## src/rtl/adv7513_reconf_sequencer.sv

```systemverilog
// adv7513_reconf_sequencer: turns reconf pulses and latched video settings into an
// ordered ADV7513 register-write burst over a single-outstanding I2C request/ack handshake.
module adv7513_reconf_sequencer #(
   parameter int unsigned SETTLE_CYCLES = 1024,
   parameter int unsigned MAX_RETRY     = 3,
   parameter logic [7:0]  DEV_ADDR      = 8'h72
) (
   input  logic       clock,
   input  logic       reset,
   input  logic       reconf_in,
   input  logic       hpd,
   input  logic [7:0] clock_delay,
   input  logic [1:0] colorspace,
   input  logic [5:0] vic,
   input  logic [1:0] pixel_repeat,
   output logic       i2c_req,
   output logic [7:0] i2c_dev,
   output logic [7:0] i2c_reg,
   output logic [7:0] i2c_data,
   input  logic       i2c_ack,
   input  logic       i2c_err,
   output logic       busy,
   output logic       done,
   output logic       error
);
   localparam int CW = $clog2(SETTLE_CYCLES + 1);
   localparam int RW = $clog2(MAX_RETRY + 2);
   localparam logic [CW-1:0] SETTLE_LAST = CW'(SETTLE_CYCLES - 1);
   localparam logic [RW-1:0] RETRY_MAX = RW'(MAX_RETRY);

   typedef enum logic [2:0] {IDLE, SETTLE, LATCH, ISSUE, WAIT, FINISH} state_t;

   state_t        state_q;
   logic          pending_q, lost_q, req_q, busy_q, done_q, error_q;
   logic [CW-1:0] cnt_q;
   logic [RW-1:0] retry_q;
   logic [2:0]    idx_q;
   logic [7:0]    reg_q, data_q, cdly_q;
   logic [1:0]    cs_q, prep_q;
   logic [5:0]    vic_q;
   logic [7:0]    reg_d, data_d;
   logic          ycc;

   assign ycc      = cs_q == 2'd1;
   assign i2c_dev  = DEV_ADDR;
   assign i2c_req  = req_q;
   assign i2c_reg  = reg_q;
   assign i2c_data = data_q;
   assign busy     = busy_q;
   assign done     = done_q;
   assign error    = error_q;

   // Write table, driven only from the shadow copies taken in LATCH
   always_comb begin
      reg_d = 8'h41;
      data_d = 8'h10;
      case (idx_q)
         3'd1: begin reg_d = 8'hBA; data_d = cdly_q; end
         3'd2: begin reg_d = 8'h16; data_d = ycc ? 8'hB5 : 8'h30; end
         3'd3: begin reg_d = 8'h18; data_d = ycc ? 8'hAC : 8'h46; end
         3'd4: begin reg_d = 8'h3B; data_d = 8'h60 | {3'b000, prep_q, 3'b000}; end
         3'd5: begin reg_d = 8'h3C; data_d = {2'b00, vic_q}; end
         default: ;
      endcase
   end

   always_ff @(posedge clock) begin
      if (reset) begin
         state_q   <= IDLE;
         pending_q <= 1'b1;
         lost_q    <= 1'b0;
         req_q     <= 1'b0;
         busy_q    <= 1'b0;
         done_q    <= 1'b0;
         error_q   <= 1'b0;
         cnt_q     <= '0;
         retry_q   <= '0;
         idx_q     <= '0;
         reg_q     <= '0;
         data_q    <= '0;
         cdly_q    <= '0;
         cs_q      <= '0;
         prep_q    <= '0;
         vic_q     <= '0;
      end else begin
         done_q <= 1'b0;
         case (state_q)
            IDLE: begin
               if (pending_q && hpd) begin
                  state_q <= SETTLE;
                  cnt_q   <= '0;
                  busy_q  <= 1'b1;
               end
            end
            SETTLE: begin
               if (!hpd) begin
                  state_q <= IDLE;
                  busy_q  <= 1'b0;
               end else if (reconf_in) begin
                  cnt_q <= '0;
               end else if (cnt_q == SETTLE_LAST) begin
                  state_q   <= LATCH;
                  pending_q <= 1'b0;
               end else begin
                  cnt_q <= cnt_q + 1'b1;
               end
            end
            LATCH: begin
               cdly_q  <= clock_delay;
               cs_q    <= colorspace;
               prep_q  <= pixel_repeat;
               vic_q   <= vic;
               idx_q   <= '0;
               retry_q <= '0;
               lost_q  <= 1'b0;
               state_q <= ISSUE;
            end
            ISSUE: begin
               reg_q   <= reg_d;
               data_q  <= data_d;
               req_q   <= 1'b1;
               state_q <= WAIT;
               if (!hpd) lost_q <= 1'b1;
            end
            WAIT: begin
               if (!hpd) lost_q <= 1'b1;
               if (i2c_ack || i2c_err) begin
                  req_q <= 1'b0;
                  // A lost hot-plug ends the pass after the in-flight write, success or not
                  if (lost_q || !hpd) begin
                     state_q   <= IDLE;
                     busy_q    <= 1'b0;
                     pending_q <= 1'b1;
                     retry_q   <= '0;
                  end else if (i2c_err) begin
                     if (retry_q < RETRY_MAX) begin
                        retry_q <= retry_q + 1'b1;
                        state_q <= ISSUE;
                     end else begin
                        error_q <= 1'b1;
                        retry_q <= '0;
                        busy_q  <= 1'b0;
                        state_q <= IDLE;
                     end
                  end else begin
                     retry_q <= '0;
                     if (idx_q == 3'd5) begin
                        done_q  <= 1'b1;
                        error_q <= 1'b0;
                        state_q <= FINISH;
                     end else begin
                        idx_q   <= idx_q + 1'b1;
                        state_q <= ISSUE;
                     end
                  end
               end
            end
            FINISH: begin
               busy_q  <= 1'b0;
               state_q <= IDLE;
            end
            default: state_q <= IDLE;
         endcase
         if (reconf_in) pending_q <= 1'b1;
      end
   end
endmodule

```

## config.mk

```make
export PLATFORM = sky130hd
export DESIGN_NAME = adv7513_reconf_sequencer
export DESIGN_NICKNAME = d
export VERILOG_FILES = /design/src/rtl/adv7513_reconf_sequencer.sv
export SDC_FILE = /design/constraint.sdc
export NUM_CORES = 1
export LEC_CHECK = 0
export BUFFER_PORTS_ARGS = -buffer_cell sky130_fd_sc_hd__buf_2
export CAP_MARGIN = 20
export CORE_ASPECT_RATIO = 0.5
export CORE_UTILIZATION = 40
export DETAILED_ROUTE_END_ITERATION = 8
export PLACE_DENSITY = 0.61
export SYNTH_ARGS = -nofsm -noshare
export SYNTH_HDL_FRONTEND = slang
export SYNTH_SLANG_ARGS = --single-unit
```

## constraint.sdc

```tcl
create_clock -name clock -period 3.51 [get_ports clock]
set_clock_uncertainty 0.05 [all_clocks]
set_input_delay 0.1755 -clock clock [delete_from_list [all_inputs] [get_ports clock]]
set_output_delay 0.1755 -clock clock [all_outputs]
set_load 0.05 [all_outputs]
```

# After elaboration in Yosys (flattened, before gate mapping)
# Cells that the tools add are included.
# word_totals
reg_bits	60
in_bits	24
word_cells	124
out_inout_bits	28
# classes
n_eq_ne	28
order_cmp	1
n_bitwise	3
n_mux	49
n_reduce_logical	24
addsub	3
# op_table
cell	count
case mux 8 bit (5 select lines)	2
two-way mux 3 bit	16
two-way mux 11 bit	4
!= test 2 bit, second input constant	11
case mux 11 bit (2 select lines)	1
two-way mux 1 bit	16
two-way mux 8 bit	2
!= test 3 bit, second input constant	5
case mux 3 bit (5 select lines)	1
AND reduction 5 bit	3
== test 3 x 2 -> 1 bit, second input constant	4
== test 3 bit, second input constant	4
case mux 3 bit (2 select lines)	2
nonzero test 2 bit	6
adder 11 x 1 -> 11 bit, second input constant	1
== test 11 x 10 -> 1 bit, second input constant	1
AND reduction 4 bit	2
adder 3 x 1 -> 3 bit, second input constant	2
== test 3 x 1 -> 1 bit, second input constant	2
case mux 1 bit (2 select lines)	3
AND reduction 2 bit	3
AND reduction 6 bit	1
OR reduction 5 bit	1
case mux 1 bit (4 select lines)	1
10 further kinds	14

# Longest topological paths before layout
# Gate-level depths: netlist (run 1).
# logic_depth
word_depth	6
depth_mapped	8
mapped_depth_nobuf	6

# Least setup slack after synthesis (run 1)
# Ideal clock, no wire load.
# synth_timing
kind	reg2reg
from	register idx_q[1]
to	register state_q[2]
path_stages_with_launch	8
n_path_buf	1
setup_slack_ps	1650
synth_period_minus_slack_ps	1860
setup_time_ps	67
required_ps	3393
arrival_ps	1743
cell_sequence	dfxtp_1 -> inv_1 -> ha_1 -> clkbuf_1 -> nand2_1 -> or4_4 -> a21bo_1 -> a21oi_2
# synth_via
elab_chain_len	6
# synth_lines
element	line_no	rtl
start: declaration	37	logic [2:0] idx_q;
start signal: assignment	152	idx_q <= idx_q + 1'b1;
== test 3 bit	147	if (idx_q == 3'd5) begin
two-way mux 3 bit	147	
two-way mux 3 bit	135	end else if (i2c_err) begin
two-way mux 3 bit	130	if (lost_q || !hpd) begin
two-way mux 3 bit	127	if (i2c_ack || i2c_err) begin
case mux 3 bit (5 select lines)	87	case (state_q)
end signal: assignment	90	state_q <= SETTLE;
end signal: assignment	131	state_q <= IDLE;
end signal: assignment	138	state_q <= ISSUE;
end: declaration	33	state_t state_q;
# No other way between the ends. The select of a mux whose other input is x is not followed.
# A chain may end at the register's enable or synchronous reset.

# Final worst setup path (run 1)
# layout_timing
from	register state_q[0]
to	register cnt_q[2]
# layout_via
elab_chain_len	3
elab_cells_between_ends	8
classes_between	eq/ne (4); mux (1); reduce/logical (3)
# layout_lines
element	line_no	rtl
start signal: assignment	69	state_q <= IDLE;
start signal: assignment	90	
start signal: assignment	97	state_q <= IDLE;
== test 3 x 1 -> 1 bit / zero test 3 bit (equally long branches)	87	
!= test 3 bit (no line), or another cell as far along	--	
AND reduction 4 bit (no line)	--	
end signal: assignment	105	cnt_q <= cnt_q + 1'b1;
end: declaration	35	logic [CW-1:0] cnt_q;
# Several ways; a longest one is shown, not always the timed one.

==> results of run 1 <==
-- tightest hold or removal path, delay by kind of cell --
kind | cells | cell delay, ps
buffers and inverters | 1 | 100
AO/OA/AOI/OAI | 1 | 50
AND/OR/NAND/NOR | 1 | 40
-- kinds of logic after synthesis --
group | count (synthesis) | share of synthesized area [%]
mux | 8 | 2.76
fa+ha+maj | 8 | 3.30
simple gates | 142 | 25.1
buf+inv | 43 | 7.00
compound gates | 104 | 22.1
flops | 60 | 39.5
other cells | 2 | 0.247
-- where the power goes --
part | internal (mW) | switching, mW
registers | 0.693 | 0.0130
logic | 0.0392 | 0.0833
clock network | 0.537 | 0.280
-- cell type report --
cell class                 instances  area [um^2]
inverter                          11         41.3
multi-input combinational        270         1650
fill                             697         3830
clock buffer                      11          233
clock inverter                     3         40.0
timing repair buffer              45          230
sequential                        60         1200
tap                               96          120
-- how the worst max path moves through the flow --
| stage | startpoint | end | slack [ps] | cells after the start |
|---|---|---|---|---|
| after floorplan | idx_q[1] | state_q[2] | 1650 | 7 |
| after global placement | state_q[0] | i2c_data[0] | 1530 | 4 |
| after detailed placement | state_q[0] | i2c_data[5] | 1430 | 4 |
| after CTS | state_q[0] | i2c_data[5] | 1410 | 4 |
| after global routing | idx_q[1] | idx_q[0] | 1200 | 6 |
| final | state_q[0] | cnt_q[2] | 1420 | 4 |
-- per-layer routing --
layer	wire, um	vias up
li1	-	1350
met1	3270	1253
met2	3360	65
met3	295	11
met4	109	0
met5	0	-
-- placed cells by master (no fill, tap or decap), drive strengths merged, types with 3 or more instances in the layout --
| master | instances |
|---|---|
| nand2 | 53 |
| and3 | 5 |
| inv | 11 |
| dfxtp | 60 |
| and2 | 3 |
| ha | 8 |
| a21oi | 40 |
| nand3b | 5 |
| nor2 | 29 |
| nor2b | 5 |
| nand3 | 4 |
| a22oi | 5 |
| clkbuf | 11 |
| o21ai | 14 |
| nor3 | 4 |
| mux2 | 3 |
| nand4 | 3 |
| nand2b | 8 |
| a211oi | 10 |
| buf | 45 |
| o211ai | 3 |
| nor3b | 4 |
| conb | 8 |
| o32ai | 4 |
| a31oi | 6 |
| a311oi | 5 |
| mux2i | 5 |
| or3 | 4 |
==> metrics list, run 1 <==
- Along the worst path, the maximum fanout reaches 18.
- Initial Util: 41.3%
* DP Area: 3240 um^2
- For this run, global-route usage on met1 was measured as 21.9%.
- Data arrives at the worst endpoint at 2270 ps.
- Unique masters post-synth: 60
* Total Routing Usage GR: 19.3%
- The clock passes through at most 2 buffers.
* Ranking of synthesized cells by area: sky130_fd_sc_hd__dfxtp_1, sky130_fd_sc_hd__nand2_1, sky130_fd_sc_hd__a21oi_1
* Sequential-to-total area share from yosys stat: 39.5%
* Die span in y: 63.6 um
- Clock sink count: 60
* Routed WL: 7.04 mm
* Met3 track demand over resource: 6.54%
* Hold-critical path depth: 3
* Post-DP HPWL: 4.89 mm
- Category of the critical setup timing path: reg2reg
* Row Count: 22
- The number of placed instances, taps included, is 482.
- STA classifies the critical path endpoint as a register.
- Horizontal die dimension: 125 um
- In this design, the stage delay of the slowest critical-path cell is 660 ps.
- Number of standard cells in the layout, taps in and fillers out: 496
* Startpoint of the tightest hold check path: clock_delay[0]
* Power density cells: 468 nW/um^2
* Count of final hold-check violations: 0
- Before antenna repair, the detailed router went through 8 iterations.
- List of most frequent post-synthesis cells: sky130_fd_sc_hd__dfxtp_1, sky130_fd_sc_hd__nand2_1, sky130_fd_sc_hd__a21oi_1, sky130_fd_sc_hd__nor2_1, sky130_fd_sc_hd__clkbuf_1
* Class of the tightest hold or removal check: in2reg
- Number of buffer cells added on primary ports: 43
- Summed over all failing endpoints, the final setup total negative slack is 0 ps.
- The region available for standard cell placement spans 7350 um^2.
- Top-area cell type share of the netlist area: 39.5%
* Worst hold slack: 35.9 ps
- Clock Pin Slew Worst Setup and Hold Paths: 50 ps
- Across the run, the number of max-cap violations was 0.
- The register with the most flip-flops in the final layout is cnt_q.
- Later-pin clock latency in the skew report: 330 ps
- Outcome: finished, violations left
* I/O pin cnt: 52
* Post-CTS setup buffers: 0
- Dividing the detail-routed via count by the number of cells gives 5.40.
- Flip-flop count of the largest register, all copies and words added: 11
- For this block, the initial DRC count from the detailed router was 216.
- Among all stages on the critical path, the largest delay is contributed by sky130_fd_sc_hd__dfxtp_1.
- Flop-to-flop setup slack: 1420 ps
* Maximum level of the CTS H-tree: 3
* Remaining global-route overflow: 0
- The via count of the first global-routing pass was 2,618.
- Pin count of the biggest net entering global routing: 45
* Synthesized instance count: 367
* Number of antenna repair diodes: 0
* Maximum resistive drop on vdd: 0.236 mV
- The startpoint identified for the worst register-to-register timing path is state_q[0].
- DIE AREA: 7970 um^2
- Clk Tree Root Cell: sky130_fd_sc_hd__clkbuf_16
* Post-synthesis instance area: 3040 um^2
- Post-route ant nets: 0
* Number of flops mapped to enable cells by yosys: 0
* Met2 track utilization from global routing: 33.7%
* Violations in the final reports: design-rule violations
* Number of buffers inserted during clock tree synthesis: 9
* Buffers & Inverters on Critical Path: 0
- Among all flip-flop cells after synthesis, the most frequent one is sky130_fd_sc_hd__dfxtp_1.
- The Yosys step of the flow raised 0 warnings.
* Endpoints failing setup: 0
* Gp weighted congestion: 0.818
- Nets: 429
* Antenna violations before repair: 0
* Category of cells accounting for the largest share of critical-path delay: simple AND/OR/NAND/NOR gates
- Static Leak: 1.36 nW
* PnR worst setup slack: 1420 ps
- Once the clock tree was built, the resizer swapped 0 gates to a different size.
- In this run the critical register-to-register path is captured at cnt_q[2].
- The design draws 1.65 mW.
- Synthesized area divided by synthesized cell count: 8.28 um^2
- The worst path in the final design needs a cycle of 2090 ps, including I/O delays and setup.
- Hold-critical path endpoint: cdly_q[0]
- Max Clock Freq: 478 MHz
* Area growth from synthesis to final layout: 15.8%
- Number of hold buffers added after CTS: 0
- In the final layout, the share of cells above drive strength 1 is 18.0%.
* Global-route wire length before repair: 12.1 mm
* Slew Limit Fails: 0
* Critical path, cell by cell: or3b_1 > nor4_4 > nor2_2 > a311oi_1
- TritonCTS clock tree: yes
- Worst Setup Start Kind: register
- Final period utilization: 59.6%
- Async set or reset register ratio after synthesis: 0%
* Post-synth top area cell: sky130_fd_sc_hd__dfxtp_1
- Counting cells, the worst reg-to-reg path comes to 4.
- In the routed design, unresolved DRC markers number 1.
- Setup repair after global routing left no endpoint under its margin.
- At the end of the flow the core is filled with cells to 47.9%.
- sky130_fd_sc_hd__dfxtp_1 is the most common cell in the netlist.
* Final design area excluding fillers: 3520 um^2
* Average wire per standard cell: 14.2 um
- In this run the tightest slew margin relative to its limit is 47.7%.
- At the placement stage, the worst setup path has a slack of 1430 ps.
* Total via count in the routed design: 2,679
- The synthesized design contains 60 register bits.
- At the pin with the least slew margin, the transition time is 784 ps.
* Data required time of the worst path: 3680 ps
- In this run the most used layer during global routing was met2.
Power figures use the tool's default switching activity.
==> inputs of run 2 (changes only) <==
Settings changed: ABC_AREA set to 1, PLACE_DENSITY 0.61 to 0.63.
Clock period 3.51 ns to 1.73 ns, I/O delays scaled along.
==> metrics list, run 2 <==
- For this run, the slowest stage of the critical path takes 370 ps.
- Clock sink count: 60
- The top cell type by area accounts for 39.6% of the synthesized area.
- Summing the areas of all and, or, nand and nor instances in the mapped netlist gives 33.5% of the synthesized area.
- Average wire per standard cell: 11.5 um
- Traced cell by cell, the critical path runs through inv_1 > ha_1 > nand2_1 > nand2_1 > o21ai_2 > nand3_1 > o21ai_0 > a21oi_1.
- Setup repair after global routing missed its margin: false
* Number of flops mapped to enable cells by yosys: 0
* Buffers & Inverters on Critical Path: 1
* Most instantiated library cell after synthesis: sky130_fd_sc_hd__nand2_1
- Post-synthesis compound-gate area fraction: 13.8%
- Clk Tree Root Cell: sky130_fd_sc_hd__clkbuf_16
- Routability-driven placement finished with a final weighted congestion of 0.838.
- By area, the combinational part of the netlist is dominated by simple AND/OR/NAND/NOR gates.
- Max Clock Freq: 631 MHz
* Post-synthesis instance area: 3040 um^2
* Buffer depth of the longest clock path: 2
- The tool flagged a number of max-cap violations equal to 0.
- The library cell used most frequently in the layout, excluding fill and tap cells, is sky130_fd_sc_hd__nand2_1.
* Synthesized instance count: 441
- For this design the ratio of total power to cell area is 1130 nW/um^2.
* List of most frequent post-synthesis cells: sky130_fd_sc_hd__nand2_1, sky130_fd_sc_hd__nor2_1, sky130_fd_sc_hd__dfxtp_1, sky130_fd_sc_hd__nand3_1, sky130_fd_sc_hd__inv_1
- TritonCTS clock tree: yes
- Largest register by flop count: cnt_q
* DRC viols: 4
* Number of buffer cells added on primary ports: 43
- Data required time of the worst path: 1890 ps
- Nets: 545
- Data arrival time of the critical path: 1740 ps
* Post-synth top area cell: sky130_fd_sc_hd__dfxtp_1
* DIE AREA: 7970 um^2
- Adder-cell share of the synthesized area: 3.30%
- Most used cells in the layout excluding fill and tap cells: sky130_fd_sc_hd__nand2_1, sky130_fd_sc_hd__nor2_1, sky130_fd_sc_hd__dfxtp_1
- Number of buffers inserted during clock tree synthesis: 9
- Async set or reset register ratio after synthesis: 0%
* Register bit total from synthesis: 60
- In this run the remaining antenna-violating nets after routing total 0.
* Sequential-to-total area share from yosys stat: 39.6%
- Cells with a size suffix above 1 make up 20.3% of the layout.
- The tightest min-delay check is of the in2reg type.
- Later-pin clock latency in the skew report: 330 ps
- Setup violations remaining at the end of the flow were counted as 0.
- Maximum resistive drop on vdd: 0.643 mV
- Total Routing Usage GR: 19.7%
- Flip-flop count of the largest register, all copies and words added: 11
- Total via count in the routed design: 2,929
* Clock Pin Slew Worst Setup and Hold Paths: 50 ps
* Outcome: finished, violations left
- Initial detailed-routing violation count: 109
- Remaining global-route overflow: 0
- The total count of max-transition violations in the final report was 0.
- I/O pin cnt: 52
* Die span in y: 63.6 um
* Row Count: 22
- For this block, the routed nets add up to 7.06 mm of wire.
- Via density: 4.77
* Count of final hold-check violations: 0
- The via count of the first global-routing pass is 2,687.
- Pin count of the biggest net entering global routing: 33
* Initial Util: 41.3%
- The number of antenna violations at the first check in global routing is 0.
- The Yosys step of the flow raised 0 warnings.
* Cell at the slowest stage of the critical path: sky130_fd_sc_hd__dfxtp_2
* Final period utilization: 91.7%
- Worst Setup Start Kind: register
- STA classifies the critical path endpoint as a register.
- Multiplexer share of the synthesized area: 0%
- Global-route wire length before repair: 12.3 mm
- Min Clock Period, post-route: 1590 ps
- Each instance of the synthesized netlist takes up on average 6.89 um^2.
- Area growth from synthesis to final layout: 29.7%
- Horizontal die dimension: 125 um
- Post-DP HPWL: 5.05 mm
- First-pass DRT Iterations: 6
* Utilization of the core after routing: 53.6%
- The H-tree was split into 3 levels.
- For this run, the leading register cell type out of synthesis is sky130_fd_sc_hd__dfxtp_1.
- CP dominant cell by count: sky130_fd_sc_hd__nand2_1
- Category of cells accounting for the largest share of critical-path delay: compound AO/OA/AOI/OAI gates
* Total negative setup slack: 0 ps
- The checks that failed: design-rule violations.
- The repair_antennas step left the layout with diodes totalling 0.
* Static Leak: 1.73 nW
* Xor and xnor fraction of the mapped netlist area: 0%
* Category of the critical setup timing path: reg2reg
- In the post-synthesis netlist, the biggest area contributors are sky130_fd_sc_hd__dfxtp_1, sky130_fd_sc_hd__nand2_1, sky130_fd_sc_hd__nor2_1.
* Core area: 7350 um^2
* Unique masters post-synth: 36
* CP Max Fanout: 5
## run 2: area by class of cell
class,instances,area [um^2]
fill,722,3410
tap,96,120
clock buffer,11,253
multi-input combinational,322,1580
clock inverter,5,82.6
inverter,44,169
timing repair buffer,76,533
sequential,60,1200
## run 2: power breakdown
| group | switching, mW | internal [mW] | total [mW] |
|---|---|---|---|
| Sequential | 0.102 | 1.50 | 1.60 |
| Combinational | 0.549 | 0.331 | 0.880 |
| Clock | 0.631 | 1.34 | 1.97 |
## run 2: tightest hold or removal path: cells and delay by family
kind / cells / cell delay [ps]
AO/OA/AOI/OAI: 2 / 190
buffers and inverters: 1 / 80
## run 2: logic make-up (layout without fill, tap and decap cells)
kind of cell,count (synthesis),after routing
flip-flops,60,60
buffers and inverters,65,136
AND/OR/NAND/NOR,230,230
other,2,8
AO/OA/AOI/OAI,76,76
adder cells (fa/ha/maj),8,8
## run 2: metrics by stage
stage / power [mW] / worst slack, ps / hold WS (ps) / std cells / cell area [um^2]
2_1_floorplan: 2.25 / 226 / 151 / 447 / 3060
3_3_place_gp: 2.45 / 158 / 286 / 579 / 3400
3_5_place_dp: 2.45 / 115 / 291 / 579 / 3400
4_1_cts: 4.47 / 90.5 / 1.59 / 613 / 3910
5_1_grt: 4.71 / 15.6 / 35.7 / 614 / 3940
6_report: 4.46 / 144 / 0.655 / 614 / 3940
## run 2: worst paths after layout
kind	startpoint	to	slack, ps	cells after the start
worst max register to register	idx_q[1]	idx_q[0]	140	8
worst min register to register	lost_q	lost_q	410	2
worst min-delay path	colorspace[0]	cs_q[0]	0.7	3
worst max-delay path	idx_q[1]	idx_q[0]	140	8
## run 2: what timing repair did
action	in CTS	in global routing
hold buffers	18	0
endpoints found under the hold margin	18	0
endpoints found under the setup margin	0	17
setup buffers	0	1
gates resized for setup	0	8
## run 2: per-layer routing
layer / GRT usage, % / wire length, um
met5: 0 / 0
met4: 6.10 / 85
met3: 7.22 / 295
met2: 32.8 / 3270
met1: 23.8 / 3410
